**src/rtl/thumb_prefetch_queue.sv**
```systemverilog
// -----------------------------------------------------------------------------
// thumb_prefetch_queue
//
// Instruction prefetch queue for a dual-issue Thumb decoder. Fetches FETCH_HW
// halfwords per access from a synchronous program memory (1-cycle latency)
// into a circular halfword queue, and presents the two oldest halfwords to
// the decoder. The decoder retires 0/1/2 halfwords per cycle. A flush
// redirects fetch to any halfword address, including odd (unaligned) ones.
//
// Ports:
//   clk, rst_n        clock, asynchronous active-low reset
//   mem_req/mem_addr  memory read request and FETCH_HW-aligned halfword addr
//   mem_rdata         read data, one cycle after mem_req, [15:0] = lowest addr
//   consume           halfwords retired by the decoder this cycle (0..2)
//   flush/flush_addr  discard queue contents and redirect fetch
//   IR_0/IR_1         oldest / second-oldest halfword (16'h0 when invalid)
//   valid_0/valid_1   slot valid flags (count >= 1 / count >= 2)
//   head_addr         halfword address of IR_0
// -----------------------------------------------------------------------------
module thumb_prefetch_queue #(
    parameter int ADDR_W     = 14,
    parameter int DEPTH      = 8,
    parameter int FETCH_HW   = 2,
    parameter int RESET_ADDR = 0
) (
    input  logic                    clk,
    input  logic                    rst_n,
    output logic                    mem_req,
    output logic [ADDR_W-1:0]       mem_addr,
    input  logic [16*FETCH_HW-1:0]  mem_rdata,
    input  logic [1:0]              consume,
    input  logic                    flush,
    input  logic [ADDR_W-1:0]       flush_addr,
    output logic [15:0]             IR_0,
    output logic [15:0]             IR_1,
    output logic                    valid_0,
    output logic                    valid_1,
    output logic [ADDR_W-1:0]       head_addr
);

    localparam int PTR_W = $clog2(DEPTH);
    localparam int CNT_W = PTR_W + 1;
    localparam int OCC_W = CNT_W + 1;

    localparam logic [ADDR_W-1:0] ALIGN_MASK = ~ADDR_W'(FETCH_HW - 1);
    localparam logic [ADDR_W-1:0] RESET_PC   = ADDR_W'(RESET_ADDR) & ALIGN_MASK;
    localparam logic              RESET_SKIP = (FETCH_HW == 2) && ((RESET_ADDR % 2) == 1);

    localparam logic [CNT_W-1:0]  FETCH_CNT  = CNT_W'(FETCH_HW);
    localparam logic [OCC_W-1:0]  FETCH_OCC  = OCC_W'(FETCH_HW);
    // Highest occupancy (after this cycle's consume, including reserved
    // in-flight slots) that still leaves room for one more full access.
    localparam logic [OCC_W-1:0]  ISSUE_LIMIT = OCC_W'(DEPTH - FETCH_HW);

    // State
    logic                    run_q,           run_d;
    logic [CNT_W-1:0]        count_q,         count_d;
    logic [PTR_W-1:0]        rd_ptr_q,        rd_ptr_d;
    logic [PTR_W-1:0]        wr_ptr_q,        wr_ptr_d;
    logic [ADDR_W-1:0]       head_addr_q,     head_addr_d;
    logic [ADDR_W-1:0]       fetch_pc_q,      fetch_pc_d;
    logic                    inflight_q,      inflight_d;
    logic                    skip_lo_q,       skip_lo_d;
    logic                    skip_inflight_q, skip_inflight_d;
    logic [15:0]             queue_q [DEPTH];
    logic [15:0]             queue_d [DEPTH];

    // Combinational helpers
    logic [CNT_W-1:0]        consumed;
    logic [CNT_W-1:0]        pushed;
    logic [OCC_W-1:0]        occupied_after;
    logic [PTR_W-1:0]        wr_idx;
    logic [PTR_W-1:0]        rd_idx1;

    // NOTE: every variable assigned in an always_comb gets a default at the
    // top of the block so that no path leaves it unassigned (no latches).
    always_comb begin
        // Decoder may over-ask; never retire more than is actually queued.
        consumed = (CNT_W'(consume) > count_q) ? count_q : CNT_W'(consume);

        // Response arriving this cycle is already counted via inflight_q, so
        // the next request is only issued if a full access will fit.
        occupied_after = {1'b0, count_q} - {1'b0, consumed}
                       + (inflight_q ? FETCH_OCC : '0);
        mem_req = run_q && !flush && (occupied_after <= ISSUE_LIMIT);

        // An odd redirect target drops the lower halfword of the first access.
        pushed = inflight_q ? (skip_inflight_q ? FETCH_CNT - CNT_W'(1) : FETCH_CNT)
                            : '0;

        run_d           = 1'b1;
        count_d         = count_q;
        rd_ptr_d        = rd_ptr_q;
        wr_ptr_d        = wr_ptr_q;
        head_addr_d     = head_addr_q;
        fetch_pc_d      = fetch_pc_q;
        inflight_d      = inflight_q;
        skip_lo_d       = skip_lo_q;
        skip_inflight_d = skip_inflight_q;
        queue_d         = queue_q;
        wr_idx          = '0;

        if (flush) begin
            // Redirect wins over consume, push and issue; the response that
            // lands in this cycle is discarded by clearing inflight.
            count_d         = '0;
            rd_ptr_d        = '0;
            wr_ptr_d        = '0;
            head_addr_d     = flush_addr;
            fetch_pc_d      = flush_addr & ALIGN_MASK;
            skip_lo_d       = (FETCH_HW == 2) && flush_addr[0];
            inflight_d      = 1'b0;
            skip_inflight_d = 1'b0;
        end else begin
            if (inflight_q) begin
                for (int i = 0; i < FETCH_HW; i++) begin
                    if (!(skip_inflight_q && (i == 0))) begin
                        wr_idx = wr_ptr_q + PTR_W'(i) - PTR_W'(skip_inflight_q);
                        queue_d[wr_idx] = mem_rdata[16*i +: 16];
                    end
                end
            end
            count_d     = count_q + pushed - consumed;
            rd_ptr_d    = rd_ptr_q + consumed[PTR_W-1:0];
            wr_ptr_d    = wr_ptr_q + pushed[PTR_W-1:0];
            head_addr_d = head_addr_q + ADDR_W'(consumed);
            inflight_d  = mem_req;
            // Remember whether this request carries a skipped lower halfword.
            skip_inflight_d = mem_req && skip_lo_q;
            if (mem_req) begin
                fetch_pc_d = fetch_pc_q + ADDR_W'(FETCH_HW);
                skip_lo_d  = 1'b0;
            end
        end
    end

    // NOTE: sequential state is updated only with non-blocking assignments so
    // every flop samples the pre-edge value of every other flop.
    always_ff @(posedge clk or negedge rst_n) begin
        if (!rst_n) begin
            run_q           <= 1'b0;
            count_q         <= '0;
            rd_ptr_q        <= '0;
            wr_ptr_q        <= '0;
            head_addr_q     <= ADDR_W'(RESET_ADDR);
            fetch_pc_q      <= RESET_PC;
            inflight_q      <= 1'b0;
            skip_lo_q       <= RESET_SKIP;
            skip_inflight_q <= 1'b0;
        end else begin
            run_q           <= run_d;
            count_q         <= count_d;
            rd_ptr_q        <= rd_ptr_d;
            wr_ptr_q        <= wr_ptr_d;
            head_addr_q     <= head_addr_d;
            fetch_pc_q      <= fetch_pc_d;
            inflight_q      <= inflight_d;
            skip_lo_q       <= skip_lo_d;
            skip_inflight_q <= skip_inflight_d;
        end
    end

    // NOTE: the halfword storage is deliberately not reset; count_q gates
    // every read, so stale contents are never observable.
    always_ff @(posedge clk) begin
        queue_q <= queue_d;
    end

    // Read side
    assign rd_idx1   = rd_ptr_q + PTR_W'(1);
    assign valid_0   = (count_q != '0);
    assign valid_1   = (count_q > CNT_W'(1));
    assign IR_0      = valid_0 ? queue_q[rd_ptr_q] : 16'h0;
    assign IR_1      = valid_1 ? queue_q[rd_idx1]  : 16'h0;
    assign mem_addr  = fetch_pc_q;
    assign head_addr = head_addr_q;

endmodule

```
**config.mk**
```make
export PLATFORM = sky130hd
export DESIGN_NAME = thumb_prefetch_queue
export DESIGN_NICKNAME = d
export VERILOG_FILES = /design/src/rtl/thumb_prefetch_queue.sv
export SDC_FILE = /design/constraint.sdc
export NUM_CORES = 1
export LEC_CHECK = 0
export CAP_MARGIN = 15
export CORE_ASPECT_RATIO = 1.25
export CORE_UTILIZATION = 55
export CTS_CLUSTER_DIAMETER = 30
export CTS_CLUSTER_SIZE = 10
export DETAILED_ROUTE_END_ITERATION = 6
export PLACE_DENSITY_LB_ADDON = 0.12
export RECOVER_POWER = 25
export SYNTH_ARGS = -nofsm -noshare
export SYNTH_HDL_FRONTEND = slang
export SYNTH_SLANG_ARGS = --single-unit
```
**constraint.sdc**
```tcl
create_clock -name clk -period 7.9 [get_ports clk]
set_input_delay 1.58 -clock clk [delete_from_list [all_inputs] [get_ports clk]]
set_output_delay 1.58 -clock clk [all_outputs]
set_load 0.02 [all_outputs]
```
After elaboration in Yosys (flattened, before gate mapping)
Index checks and enable logic that the tools add are counted.
W data, S select, Z words.

word-level totals
  bits in registers = 170
  input bits = 51
  output and inout bits = 63
  word-level logic and storage cells = 83

cells by class
  add/sub/neg operators = 12
  magnitude comparators = 9
  muxes and demuxes = 31
  bitwise logic cells = 5
  reductions and logical operators = 9

operators with widths
  cell                     count
  $mux W128                3
  $bwmux W128              2
  $mux W16                 8
  $bmux W16 S3             2
  $demux W16 S3            2
  $mux W14                 3
  $ge A4 B4 Y1 const B     4
  $not A3 Y4               4
  $add A14 B2 Y14 const B  1
  $add A14 B4 Y14          1
  $lt A4 B1 Y1 const B     2
  $mux W4                  2
  $add A3 B1 Y3 const B    2
  $mux W2                  3
  $mux W3                  2
  $sub A3 B1 Y3            2
  $add A5 B2 Y5            1
  $le A5 B3 Y1 const B     1
  $logic_and A1 B1 Y1      5
  $sub A4 B4 Y5            1
  $add A4 B2 Y4            1
  $gt A2 B4 Y1             1
  $gt A4 B1 Y1 const B     1
  $mux W1                  4
  8 further kinds          8

Logic depth before layout (Yosys ltp)
Gate-level depths: netlist of run 1.

  depth after elaboration = 11
  depth in mapped cells = 19
  depth with buffers taken out = 17

Least setup slack after synthesis of run 1
OpenSTA, ideal clock, no wires.

  path kind = in2out
  from = input consume[1]
  to = output mem_req
  arrival = 4.157 ns
  required time = 6.320 ns
  setup slack = 2.163 ns
  cell stages on the path = 15
  path buffers = 1
  cell sequence = inv_1 ha_1 nor2b_2 o211ai_2 buf_4 o21ai_0 ha_1 inv_1 ha_1 fa_1 nand3b_1 nand4b_1 nand4bb_1 nor2b_2 inv_4

on the way
  longest elaborated chain between the ends = 6

ends and longest elaborated chain
  what                   RTL line  source
  start: declaration     31        input logic [1:0] consume,
  $gt A2 B4 Y1           79        consumed = (CNT_W'(consume) > count_q) ? count_q : CNT_W'(consume);
  $mux W4 *              79
  $sub A4 B4 Y5 *        83        occupied_after = {1'b0, count_q} - {1'b0, consumed}
  $add A5 B2 Y5 *        84        + (inflight_q ? FETCH_OCC : '0);
  $le A5 B3 Y1 *         85        mem_req = run_q && !flush && (occupied_after <= ISSUE_LIMIT);
  $logic_and A1 B1 Y1 *  85
  end: declaration       28        output logic mem_req,

Every way passes the cells marked *; elsewhere a longest branch is shown, timed or not.

Worst setup path after layout of run 1
Ends and elaborated chain as after synthesis.

==> results.md, run 1 <==
| Stage | Item | Reported |
|:---|:---|:---|
| route | WL/cell | 23.82 um |
| grt | Overall overflow remaining after global route | 0 |
| critical path | CP Data Required Time | 6.32 ns |
| grt | Antenna violations before repair | 0 |
| floorplan | Die Ht | 155.0 um |
| clocking | Clk root buf | sky130_fd_sc_hd__clkbuf_16 |
| clocking | Hold buffer count at cts | 0 |
| synth | Sequential area share after synthesis | 47.26% |
| sta | Post-route worst setup slack | 0.7236 ns |
| synth | Post-synthesis instance total | 917 |
| route | Drt drc | 0 |
| final layout | Commonest non-fill, non-tap cell in the layout | sky130_fd_sc_hd__nand2_1 |
| route | First-pass iteration count of the detailed router | 5 |
| floorplan | Die area | 19290 um2 |
| synth | Biggest area contributors in the synthesized netlist | sky130_fd_sc_hd__edfxtp_1 37%, sky130_fd_sc_hd__mux4_2 14%, sky130_fd_sc_hd__dfrtp_1 10%, sky130_fd_sc_hd__nand2_1 6.7%, sky130_fd_sc_hd__a22o_1 5.5% |
| clocking | Clock buffer depth | 2 |
| synth | Nets in the synthesized netlist | 1000 |
| critical path | Data arrival at the endpoint of the critical path | 5.60 ns |
| sta | Hold Fails Final Rpt | 0 |
| final layout | Commonest non-fill, non-tap cells in the layout | 185 x sky130_fd_sc_hd__nand2_1, 128 x sky130_fd_sc_hd__edfxtp_1, 110 x sky130_fd_sc_hd__clkdlybuf4s50_1 |
| grt | Maximum number of pins on one net before global-route repair | 66 |
| clocking | Clock slew at reported path FFs | 0.07 ns |
| critical path | Nature of the critical path endpoint | output port |
| outcome | Result of the run | finished with violations |
| sta | Transition time of the tightest slew-check pin | 3.123 ns |
| floorplan | Die Span X | 124.4 um |
| route | Post-DR vias/cell | 6.467 |
| synth | Cell type with the largest total area after synthesis | sky130_fd_sc_hd__edfxtp_1 |
| power and ir drop | Maximum VDD drop | 0.2186 mV |
| final layout | Share of post-route cells with drive strength above 1 | 13.96% |
| critical path | Critical-path cell list | clkdlybuf4s50_1, inv_1, ha_1, nor2b_2, o211ai_2, o21ai_0, ha_1, inv_1, ha_1, fa_1, xor2_1, nand4b_1, nand4bb_1, nor2b_2, inv_4, clkdlybuf4s50_1 |
| clocking | Number of H-tree branching levels | 4 |
| synth | Number of library cell types mapped by synthesis | 55 |
| critical path | Crit-path max cell delay | 0.60 ns |
| synth | Number of warning messages in the yosys log | 0 |
| floorplan | Initial Util | 56.51% |
| sta | Final TNS setup | 0 ns |
| placement | Worst setup timing slack at the placement stage | 0.7139 ns |
| final layout | Storage element area | 4875 um2 |
| critical path | Max stage delay cell, worst path | sky130_fd_sc_hd__clkdlybuf4s50_1 |
| synth | FF+latch count, synth | 169 |
| final layout | Number of nets in the finished design | 1073 |
| critical path | WS Path Type | primary input to output port |
| critical path | Worst path bufs/invs | 5 |
| route | Violation count after the first detailed-routing iteration | 846 |
| synth | Total standard cell area after synthesis | 10300 um2 |
| final layout | Area of the multi-input gates | 4946 um2 |
| synth | Fraction of post-synthesis cell area in the top cell type by area | 37.30% |
| floorplan | Core region area | 18240 um2 |
| clocking | Number of clock buffers inserted by TritonCTS | 17 |
| power and ir drop | Leak pwr | 4.536 nW |
| placement | Placed cells | 1199 |
| min path | Hold Path Class | flip-flop to flip-flop |
| synth | Fraction of registers with async set or reset after synthesis | 24.26% |
| critical path | Most numerous cell on the critical path | sky130_fd_sc_hd__ha_1 |
| floorplan | Number of standard-cell rows in the floorplan | 55 |
| route | Detailed-route via count | 7961 |
| floorplan | Total I/O pin count | 114 |
| flow run | Number of maximum-capacitance constraint violations | 5 |
| synth | Post-synth top flop | sky130_fd_sc_hd__edfxtp_1 |
| critical path | Type of origin of the critical path | primary input |
| route | Wirelength, routed | 29330 um |
| critical path | Largest driver fanout on the critical path | 11 |
| sta | Part of the cycle the worst path needs | 90.84% |
| sta | Clock skew | 0.008241 ns |
| placement | Last weighted congestion value of the routability-driven placer | 0.8176 |
| clocking | Gates resized, CTS repair | 0 |
| clocking | Post-CTS setup buffers | 0 |
| critical path | Cell type group with the largest total delay on the critical path | buffers and inverters |
| final layout | Count of placed standard cells in the final layout, fillers left out | 1231 |
| clocking | Clock Sinks | 169 |
| placement | Half-perimeter wire length after detailed placement | 19040 um |
| sta | Final setup violation count | 0 |
| sta | Maximum clock rate | 139.3 MHz |
| final layout | Fillers | 1376 |
| sta | Final critical delay including setup and external delays | 7.176 ns |
| critical path | Worst setup slack for register-to-register paths | 2.96 ns |
| route | Remaining antenna violation count | 0 |
| sta | Setup repair after global routing missed its margin | false |
| grt | GRT Util Overall | 31.23% |
| outcome | Violated checks | max-capacitance violations, max-slew violations |
| grt | Global-route wire length before repair | 45050 um |
| sta | Slew headroom | -109.8% |
| power and ir drop | Pwr/cell area | 372.7 nW/um2 |
| sta | Max-slew violation count | 139 |
| clocking | TritonCTS clock tree | done |
| final layout | Area delta synth->final | 17.05% |
| clocking | Skew-Pair Late Insertion Delay | 0.43 ns |
| final layout | Inserted Diodes | 0 |
| synth | Number of enable flip-flop cells after synthesis | 128 |
| placement | Buffers on Ports | 112 |
| grt | Via count of the first global-routing pass | 7926 |
| synth | Per-instance average area after synthesis | 11.24 um2 |
==> path summary, 6_finish.rpt <==
kind                                      endpoint                      start  cells past startpoint
hold / removal               skip_lo_q$_DFFE_PN0P_      skip_lo_q$_DFFE_PN0P_                      1
hold reg to reg              skip_lo_q$_DFFE_PN0P_      skip_lo_q$_DFFE_PN0P_                      1
min in group asynchronous  head_addr[11]$_DFF_PN0_                      rst_n                      1
setup reg to reg            queue_q[124]$_DFFE_PP_  skip_inflight_q$_DFF_PN0_                      8
setup / recovery                           mem_req                 consume[1]                     16
max in group asynchronous    rd_ptr_q[0]$_DFF_PN0_                      rst_n                      1
==> flip-flops by register name, summed over array words and instances, names as in the netlist <==
name,flops
mem_addr,13
wr_ptr_q,3
head_addr,14
inflight_q,1
run_q,1
rd_ptr_q,3
skip_lo_q,1
queue_q,128
skip_inflight_q,1
count_q,4
==> kinds of logic (layout without fill, tap and decap cells) <==
family,Yosys count,after routing,synth area share (%)
compound gates,198,198,12.87
flops,169,169,47.26
xor+xnor,35,35,3.193
simple gates,287,287,11.78
fa+ha+maj,32,32,4.250
other cells,2,2,0.07288
mux,83,83,15.87
buf+inv,111,197,4.711
==> per-layer routing <==
layer  wire length, um  vias to the layer above  global-route usage [%]  part of all wire [%]
met2             14670                      466                   52.12                    50
met3              2763                       94                   5.846                   9.4
li1                  -                     3499                       -                     -
met1             10630                     3902                   38.72                    36
met5                 0                        -                       0                     0
met4              1270                        0                   16.75                   4.3
==> cell type report <==
cell class	count	share of cell area, %
Timing Repair Buffer	141	10.99
Clock inverter	12	0.8402
Tap cell	228	2.365
Clock buffer	20	3.620
Sequential cell	169	40.41
Inverter	24	0.7676
Multi-Input combinational cell	637	41.01
==> synthesized netlist by cell type, types with 2 or more instances <==
cell,number
sky130_fd_sc_hd__nand4_1,2
sky130_fd_sc_hd__a32o_1,2
sky130_fd_sc_hd__nor2_2,2
sky130_fd_sc_hd__mux2_2,3
sky130_fd_sc_hd__xnor2_1,12
sky130_fd_sc_hd__and3_1,5
sky130_fd_sc_hd__inv_1,23
sky130_fd_sc_hd__conb_1,2
sky130_fd_sc_hd__a21oi_1,83
sky130_fd_sc_hd__nor2b_1,7
sky130_fd_sc_hd__a22o_1,65
sky130_fd_sc_hd__a211o_1,2
sky130_fd_sc_hd__mux2i_1,16
sky130_fd_sc_hd__a221o_1,2
sky130_fd_sc_hd__dfrtp_1,41
sky130_fd_sc_hd__or2_2,3
sky130_fd_sc_hd__a21o_1,10
sky130_fd_sc_hd__clkbuf_1,36
sky130_fd_sc_hd__a211oi_1,2
sky130_fd_sc_hd__edfxtp_1,128
sky130_fd_sc_hd__buf_2,24
sky130_fd_sc_hd__mux4_2,64
sky130_fd_sc_hd__buf_4,6
sky130_fd_sc_hd__nand2b_1,4
sky130_fd_sc_hd__ha_1,27
sky130_fd_sc_hd__nand2_1,185
sky130_fd_sc_hd__nor2b_2,2
sky130_fd_sc_hd__fa_1,5
sky130_fd_sc_hd__xor2_1,20
sky130_fd_sc_hd__nand3_1,12
sky130_fd_sc_hd__nor3_2,3
sky130_fd_sc_hd__xnor2_2,2
sky130_fd_sc_hd__o21ai_0,24
sky130_fd_sc_hd__buf_1,15
sky130_fd_sc_hd__nor2_1,53
sky130_fd_sc_hd__clkbuf_2,5
sky130_fd_sc_hd__and4_1,2
==> per-stage QoR <==
stage / cell area (um2) / util, % / power, W / hold slack (ns)
final: 12060 / 66.14 / 0.004495 / 0.5026
after global routing: 12060 / 66.14 / 0.004729 / 0.5488
after CTS: 12110 / 66.39 / 0.004495 / 0.5068
after detailed placement: 11570 / 63.44 / 0.003707 / 0.4845
after global placement: 11560 / 63.38 / 0.003669 / 0.4943
after floorplan: 10300 / - / 0.002822 / 0.4545
==> power breakdown <==
part / leakage, nW / internal (W) / switching (W)
sequential: 1.71 / 0.00110 / 0.000106
combinational: 2.57 / 0.00109 / 0.00141
clock: 0.257 / 0.000432 / 0.000352
total: 4.54 / 0.00262 / 0.00187
Note: power is estimated with default switching activity, not from simulation.
==> run 2, diff against run 1 <==
Settings changed: RECOVER_POWER 25 to 50, SLEW_MARGIN from default to 20.
==> run 2 against run 1 <==
- the flow still finishes with violations (max-capacitance violations, max-slew violations)
- clock power grew 7.3%
- fmax shrank 0.16%
- register-to-register slack lost 0.11 ns
- design area grew 0.11%
- highest routed layer unchanged
==> results.md, run 2 (synthesis results as in run 1) <==
| Stage | Item | Reported | Delta |
|:---|:---|:---|:---|
| floorplan | Initial Util | 56.51% | unchanged |
| power and ir drop | Maximum VDD drop | 0.1866 mV | was 0.2186 mV |
| critical path | WS Path Type | primary input to output port | unchanged |
| route | Drt drc | 0 | unchanged |
| final layout | Fillers | 1395 | was 1376 |
| floorplan | Die Ht | 155.0 um | unchanged |
| final layout | Inserted Diodes | 0 | unchanged |
| critical path | Source of the worst register-to-register timing path | skip_inflight_q$_DFF_PN0_ | unchanged |
| sta | Final setup violation count | 0 | unchanged |
| final layout | Largest register by flop count | queue_q | unchanged |
| route | Violation count after the first detailed-routing iteration | 934 | was 846 |
| placement | Buffers on Ports | 112 | unchanged |
| sta | Transition time of the tightest slew-check pin | 3.096 ns | was 3.123 ns |
| clocking | Clock Sinks | 169 | unchanged |
| min path | Endpoint of the worst hold path | skip_lo_q$_DFFE_PN0P_ | unchanged |
| critical path | Worst setup slack for register-to-register paths | 2.85 ns | was 2.96 ns |
| final layout | Storage element area | 4875 um2 | unchanged |
| power and ir drop | Pwr/cell area | 375.2 nW/um2 | was 372.7 nW/um2 |
| clocking | Number of H-tree branching levels | 4 | unchanged |
| final layout | Area of the multi-input gates | 4930 um2 | was 4946 um2 |
| critical path | CP Data Required Time | 6.32 ns | about the same |
| clocking | Clock buffer depth | 2 | unchanged |
| min path | Hold Path Depth | 1 | unchanged |
| clocking | Clk root buf | sky130_fd_sc_hd__clkbuf_16 | unchanged |
| route | Post-DR vias/cell | 6.552 | was 6.467 |
| clocking | Number of clock buffers inserted by TritonCTS | 17 | unchanged |
| critical path | R2r endpoint | queue_q[124]$_DFFE_PP_ | unchanged |
| route | First-pass iteration count of the detailed router | 6 | was 5 |
| clocking | Clock slew at reported path FFs | 0.06 ns | was 0.07 ns |
| route | Wirelength, routed | 29490 um | was 29330 um |
| critical path | Depth of the worst register-to-register path | 8 | unchanged |
| power and ir drop | Leak pwr | 4.558 nW | was 4.536 nW |
| min path | Hold Path Class | flip-flop to flip-flop | unchanged |
| clocking | Hold buffer count at cts | 0 | unchanged |
| sta | Max-slew violation count | 193 | was 139 |
| critical path | Data arrival at the endpoint of the critical path | 5.61 ns | was 5.60 ns |
| sta | Slew headroom | -108.0% | was -109.8% |
| placement | Last weighted congestion value of the routability-driven placer | 0.8176 | unchanged |
| floorplan | Die Span X | 124.4 um | unchanged |
| route | WL/cell | 23.98 um | was 23.82 um |
| outcome | Result of the run | finished with violations | unchanged |
| floorplan | Number of standard-cell rows in the floorplan | 55 | unchanged |
| sta | Part of the cycle the worst path needs | 90.99% | was 90.84% |
| flow run | Number of maximum-capacitance constraint violations | 8 | was 5 |
| floorplan | Die area | 19290 um2 | unchanged |
| grt | GRT Util Overall | 31.34% | was 31.23% |
| final layout | Area delta synth->final | 17.18% | was 17.05% |
| clocking | Post-CTS setup buffers | 0 | unchanged |
| sta | Final critical delay including setup and external delays | 7.188 ns | was 7.176 ns |
| sta | Hold Fails Final Rpt | 0 | unchanged |
| grt | Global-route wire length before repair | 45240 um | was 45050 um |
| floorplan | Core region area | 18240 um2 | unchanged |
| outcome | Violated checks | max-capacitance violations, max-slew violations | unchanged |
| clocking | Gates resized, CTS repair | 0 | unchanged |
| route | Detailed-route via count | 8059 | was 7961 |
| sta | Maximum clock rate | 139.1 MHz | was 139.3 MHz |
| sta | Final TNS setup | 0 ns | unchanged |
| critical path | Nature of the critical path endpoint | output port | unchanged |
| grt | Overall overflow remaining after global route | 0 | unchanged |
| grt | Antenna violations before repair | 0 | unchanged |
| route | Remaining antenna violation count | 0 | unchanged |
| final layout | Max FFs per register | 128 | unchanged |
| sta | Setup repair after global routing missed its margin | false | unchanged |
| final layout | Commonest non-fill, non-tap cell in the layout | sky130_fd_sc_hd__nand2_1 | unchanged |
| final layout | Number of nets in the finished design | 1072 | was 1073 |
| final layout | Commonest non-fill, non-tap cells in the layout | 185 x sky130_fd_sc_hd__nand2_1, 128 x sky130_fd_sc_hd__edfxtp_1, 87 x sky130_fd_sc_hd__clkdlybuf4s50_1 | was 185 x sky130_fd_sc_hd__nand2_1, 128 x sky130_fd_sc_hd__edfxtp_1, 110 x sky130_fd_sc_hd__clkdlybuf4s50_1 |
| min path | Hold Crit Start | skip_lo_q$_DFFE_PN0P_ | unchanged |
| final layout | Share of post-route cells with drive strength above 1 | 13.37% | was 13.96% |
| clocking | TritonCTS clock tree | done | unchanged |
| placement | Half-perimeter wire length after detailed placement | 19040 um | about the same |
| floorplan | Total I/O pin count | 114 | unchanged |
| critical path | Largest driver fanout on the critical path | 11 | unchanged |
| grt | Maximum number of pins on one net before global-route repair | 66 | unchanged |
| sta | Worst hold slack | 0.5028 ns | was 0.5026 ns |
| clocking | Skew-Pair Late Insertion Delay | 0.43 ns | about the same |
| sta | Clock skew | 0.008898 ns | was 0.008241 ns |
| critical path | Type of origin of the critical path | primary input | unchanged |
| grt | Via count of the first global-routing pass | 7975 | was 7926 |
==> run 2: changes by cell type in the layout (fill, tap and decap cells not counted), sizes merged <==
cell           before  now
buf                26   23
bufinv              1    3
clkbuf             24   26
clkdlybuf4s50     110   87
clkinv              7    5
clkinvlp            2    3
dlygate4sd3         1   24
inv                26   25
==> run 2: worst max path at each step <==
stage	end	cells past startpoint	from	slack (ns)
2_1_floorplan	mem_req	15	consume[1]	2.16
3_3_place_gp	mem_req	17	consume[1]	0.80
3_5_place_dp	mem_req	16	consume[1]	0.72
4_1_cts	mem_req	16	consume[1]	0.70
5_1_grt	mem_req	16	consume[1]	0.34
6_report	mem_req	16	consume[1]	0.71
==> run 2: critical path, stage by stage <==
cell,delay [ns]
sky130_fd_sc_hd__clkdlybuf4s50_1,0.55
sky130_fd_sc_hd__inv_1,0.06
sky130_fd_sc_hd__ha_1,0.28
sky130_fd_sc_hd__nor2b_2,0.14
sky130_fd_sc_hd__o211ai_2,0.20
sky130_fd_sc_hd__o21ai_0,0.52
sky130_fd_sc_hd__ha_1,0.24
sky130_fd_sc_hd__inv_1,0.04
sky130_fd_sc_hd__ha_1,0.20
sky130_fd_sc_hd__fa_1,0.38
sky130_fd_sc_hd__xor2_1,0.14
sky130_fd_sc_hd__nand4b_1,0.17
sky130_fd_sc_hd__nand4bb_1,0.22
sky130_fd_sc_hd__nor2b_2,0.19
sky130_fd_sc_hd__inv_4,0.08
sky130_fd_sc_hd__clkdlybuf4s50_1,0.60
==> run 2: layout make-up <==
type	count	area share (%)
multi-input cells	637	40.82
flip-flops and latches	169	40.37
repair buffers	140	10.82
clock buffers	20	3.616
well taps	228	2.362
clock inverters	12	1.243
inverters	24	0.7668
==> run 2: power breakdown <==
| part | internal, W | switching (W) |
|---|---|---|
| sequential | 0.00110 | 0.000103 |
| clock | 0.000496 | 0.000344 |
| combinational | 0.00107 | 0.00141 |
| total | 0.00267 | 0.00186 |
==> run 2: layer usage <==
metal | GRT usage [%] | share of wire (%) | vias to the layer above
li1 | - | - | 3495
met1 | 38.96 | 37 | 3953
met2 | 51.91 | 49 | 497
met3 | 4.814 | 8.5 | 114
met4 | 19.10 | 5.4 | 0
met5 | 0 | 0 | -
==> run 2: stage by stage <==
stage               setup WS [ns]  area [um2]  util (%)  total power (W)  instances
CTS                        0.7040       12150     66.61         0.004555       1230
floorplan                   2.163       10300         -         0.002822        917
global route               0.3412       12080     66.22         0.004766       1230
finish                     0.7120       12080     66.22         0.004530       1230
global placement           0.7992       11560     63.38         0.003669       1198
detailed placement         0.7205       11560     63.39         0.003708       1198
==> run 3, diff against run 2 <==
--- a/config.mk
+++ b/config.mk
@@ -15,3 +15,2 @@
 export RECOVER_POWER = 50
-export SLEW_MARGIN = 20
 export SYNTH_ARGS = -nofsm -noshare
==> constraint.sdc (replaced) <==
create_clock -name clk -period 7.9 [get_ports clk]
set_input_delay 2.37 -clock clk [delete_from_list [all_inputs] [get_ports clk]]
set_output_delay 2.37 -clock clk [all_outputs]
set_load 0.02 [all_outputs]
==> run 3 against run 2 <==
- the run still ends with max-capacitance violations, max-slew violations left
- critical path depth stayed put
- die area unchanged
- sequential share of layout area is 0.52 points lower
- utilization increased by 0.86 points
- clock-buffer cell count decreased by 3
- global-route usage about the same
- non-clock buffer count rose by 11
- worst setup slack worse by 0.43 ns
- via count shrank 0.57%
- sequential cell count did not move
- final cell count is 0.89% higher
- critical endpoint unchanged
- critical path type unchanged
==> results.md, run 3 (synthesis results as in run 1) <==
| Stage | Item | Reported | Delta |
|:---|:---|:---|:---|
| outcome | Result of the run | finished with violations | unchanged |
| outcome | Violated checks | max-capacitance violations, max-slew violations | unchanged |
| final layout | Number of nets in the finished design | 1083 | was 1072 |
| grt | GRT Util Overall | 31.31% | was 31.34% |
| route | Drt drc | 0 | unchanged |
| final layout | Commonest non-fill, non-tap cell in the layout | sky130_fd_sc_hd__nand2_1 | unchanged |
| route | Wirelength, routed | 29570 um | was 29490 um |
| placement | Worst setup timing slack at the placement stage | -0.4122 ns | was 0.7205 ns |
| sta | Slew headroom | -53.29% | was -108.0% |
| sta | Maximum clock rate | 131.3 MHz | was 139.1 MHz |
| critical path | Data arrival at the endpoint of the critical path | 5.24 ns | was 5.61 ns |
| final layout | Share of post-route cells with drive strength above 1 | 16.78% | was 13.37% |
| sta | Hold Fails Final Rpt | 0 | unchanged |
| power and ir drop | Portion of total power attributed to combinational logic | 55.9% | was 54.8% |
| sta | Clock skew | 0.008601 ns | was 0.008898 ns |
| final layout | Max FFs per register | 128 | unchanged |
| flow run | Number of maximum-capacitance constraint violations | 2 | was 8 |
| power and ir drop | Internal power consumption | 0.002666 W | was 0.002669 W |
| power and ir drop | Flop pwr share | 26.3% | was 26.6% |
| route | Violation count after the first detailed-routing iteration | 801 | was 934 |
| clocking | Number of clock buffers inserted by TritonCTS | 17 | unchanged |
| grt | Global-route wire length before repair | 45090 um | was 45240 um |
| critical path | Depth of the worst register-to-register path | 15 | was 8 |
| route | Remaining antenna violation count | 0 | unchanged |
| power and ir drop | Maximum VDD drop | 0.2370 mV | was 0.1866 mV |
| power and ir drop | Clock power frac | 17.8% | was 18.6% |
| final layout | Inserted Diodes | 0 | unchanged |
| grt | Maximum number of pins on one net before global-route repair | 66 | unchanged |
| clocking | Clk root buf | sky130_fd_sc_hd__clkbuf_16 | unchanged |
| grt | Overall overflow remaining after global route | 0 | unchanged |
| min path | Hold Crit Start | mem_addr[12]$_DFFE_PN0P_ | was skip_lo_q$_DFFE_PN0P_ |
| floorplan | Die area | 19290 um2 | unchanged |
| final layout | Largest register by flop count | queue_q | unchanged |
| placement | Half-perimeter wire length after detailed placement | 19190 um | was 19040 um |
| clocking | Clock slew at reported path FFs | 0.07 ns | was 0.06 ns |
| critical path | R2r endpoint | mem_addr[11]$_DFFE_PN0P_ | was queue_q[124]$_DFFE_PP_ |
| floorplan | Core region area | 18240 um2 | unchanged |
| route | Detailed-route via count | 8013 | was 8059 |
| min path | Hold Path Depth | 1 | unchanged |
| floorplan | Total I/O pin count | 114 | unchanged |
| sta | Post-route worst setup slack | 0.2863 ns | was 0.7120 ns |
| sta | Final TNS setup | 0 ns | unchanged |
| clocking | Skew-Pair Late Insertion Delay | 0.44 ns | was 0.43 ns |
| sta | Part of the cycle the worst path needs | 96.38% | was 90.99% |
| power and ir drop | Net switching fraction of the power | 41.88% | was 41.08% |
| critical path | CP Data Required Time | 5.53 ns | was 6.32 ns |
| critical path | Worst setup slack for register-to-register paths | 4.06 ns | was 2.85 ns |
| min path | Endpoint of the worst hold path | mem_addr[12]$_DFFE_PN0P_ | was skip_lo_q$_DFFE_PN0P_ |
| route | Post-DR vias/cell | 6.457 | was 6.552 |
| power and ir drop | Pwr/cell area | 374.9 nW/um2 | was 375.2 nW/um2 |
| final layout | Commonest non-fill, non-tap cells in the layout | 184 x sky130_fd_sc_hd__nand2_1, 128 x sky130_fd_sc_hd__edfxtp_1, 82 x sky130_fd_sc_hd__a21oi_1 | was 185 x sky130_fd_sc_hd__nand2_1, 128 x sky130_fd_sc_hd__edfxtp_1, 87 x sky130_fd_sc_hd__clkdlybuf4s50_1 |
| floorplan | Number of standard-cell rows in the floorplan | 55 | unchanged |
| floorplan | Die Ht | 155.0 um | unchanged |
| final layout | Area delta synth->final | 18.71% | was 17.18% |
| sta | Final setup violation count | 0 | unchanged |
| sta | Final critical delay including setup and external delays | 7.614 ns | was 7.188 ns |
| clocking | TritonCTS clock tree | done | unchanged |
| floorplan | Die Span X | 124.4 um | unchanged |
| final layout | Fillers | 1366 | was 1395 |
| final layout | Count of placed standard cells in the final layout, fillers left out | 1241 | was 1230 |
| sta | Worst hold slack | 0.5480 ns | was 0.5028 ns |
| route | WL/cell | 23.83 um | was 23.98 um |
| floorplan | Initial Util | 56.51% | unchanged |
| grt | Via count of the first global-routing pass | 8018 | was 7975 |
| clocking | Number of H-tree branching levels | 4 | unchanged |
| critical path | Largest driver fanout on the critical path | 4 | was 11 |
| power and ir drop | Power spent charging and discharging nets | 0.001921 W | was 0.001861 W |
| placement | Buffers on Ports | 112 | unchanged |
| clocking | Clock buffer depth | 2 | unchanged |
| placement | Placed cells | 1205 | was 1198 |
| critical path | Nature of the critical path endpoint | output port | unchanged |
| sta | Setup repair after global routing missed its margin | false | unchanged |
| clocking | Clock Sinks | 169 | unchanged |
| grt | Antenna violations before repair | 0 | unchanged |
| power and ir drop | Leak pwr | 4.650 nW | was 4.558 nW |
| critical path | Source of the worst register-to-register timing path | count_q[1]$_DFF_PN0_ | was skip_inflight_q$_DFF_PN0_ |
| min path | Hold Path Class | flip-flop to flip-flop | unchanged |
| sta | Max-slew violation count | 84 | was 193 |
| sta | Transition time of the tightest slew-check pin | 2.299 ns | was 3.096 ns |
| critical path | WS Path Type | primary input to output port | unchanged |
| critical path | Type of origin of the critical path | primary input | unchanged |
| placement | Last weighted congestion value of the routability-driven placer | 0.8347 | was 0.8176 |
| route | First-pass iteration count of the detailed router | 5 | was 6 |
## run 3: changes by cell type in the layout (fill, tap and decap cells not counted), sizes merged, moves of 4 or more
cell and change:
buf +16, clkbuf -7, clkdlybuf4s50 -16, clkinv +4, dlygate4sd3 +14
## run 3: final cells by class
type	count	area, um2	area share (%)
Sequential cell	169	4875	39.85
Tap cell	228	285.3	2.332
Timing Repair Buffer	151	1404	11.48
Inverter	24	92.59	0.7569
Multi-Input combinational cell	637	5005	40.91
Clock buffer	17	425.4	3.478
Clock inverter	15	146.4	1.197
## run 3: worst max-delay path by stage
stage | from | end | depth (start not counted)
6_report | consume[0] | mem_req | 16
5_1_grt | consume[0] | mem_req | 16
4_1_cts | consume[1] | mem_req | 15
3_5_place_dp | consume[1] | mem_req | 15
3_3_place_gp | consume[1] | mem_req | 15
2_1_floorplan | consume[1] | mem_req | 15
## run 3: through the flow
stage               total power (W)  util [%]  instance area, um2
global placement           0.003706     63.68               11610
CTS                        0.004563     66.83               12190
floorplan                  0.002822         -               10300
global route               0.004803     67.08               12230
finish                     0.004586     67.08               12230
detailed placement         0.003750     63.68               11610
## run 3: worst max-delay path, stage by stage
cell	delay (ns)
sky130_fd_sc_hd__clkdlybuf4s50_1	0.48
sky130_fd_sc_hd__inv_1	0.05
sky130_fd_sc_hd__ha_1	0.27
sky130_fd_sc_hd__nand2_1	0.08
sky130_fd_sc_hd__o211ai_2	0.14
sky130_fd_sc_hd__o21ai_2	0.17
sky130_fd_sc_hd__ha_2	0.17
sky130_fd_sc_hd__inv_1	0.04
sky130_fd_sc_hd__ha_2	0.19
sky130_fd_sc_hd__fa_2	0.53
sky130_fd_sc_hd__nand3b_1	0.07
sky130_fd_sc_hd__nand4b_1	0.15
sky130_fd_sc_hd__nand4bb_1	0.15
sky130_fd_sc_hd__nor2b_4	0.18
sky130_fd_sc_hd__inv_4	0.04
sky130_fd_sc_hd__buf_4	0.15
## run 3: routing by layer
metal	vias to the layer above	share of wire (%)	track usage, %	wire (um)
met3	92	9.4	6.190	2781
li1	3528	-	-	-
met5	-	0	0	0
met1	3904	36	37.86	10530
met4	0	4.4	14.86	1309
met2	489	51	53.96	14950
## run 3: power groups by stage
stage / logic, W / clock network, W / registers [W]
6_report: 0.00256 / 0.000816 / 0.00121
5_1_grt: 0.00274 / 0.000845 / 0.00122
4_1_cts: 0.00254 / 0.000814 / 0.00121
3_5_place_dp: 0.00253 / 0 / 0.00122
3_3_place_gp: 0.00248 / 0 / 0.00122
2_1_floorplan: 0.00158 / 0 / 0.00124
## run 3: repair_timing
item	CTS	global route
pin swaps	2	11
setup endpoints to repair	1	1
resized for setup	4	10
hold buffers	0	0
cloned	0	0
setup buffers	1	2
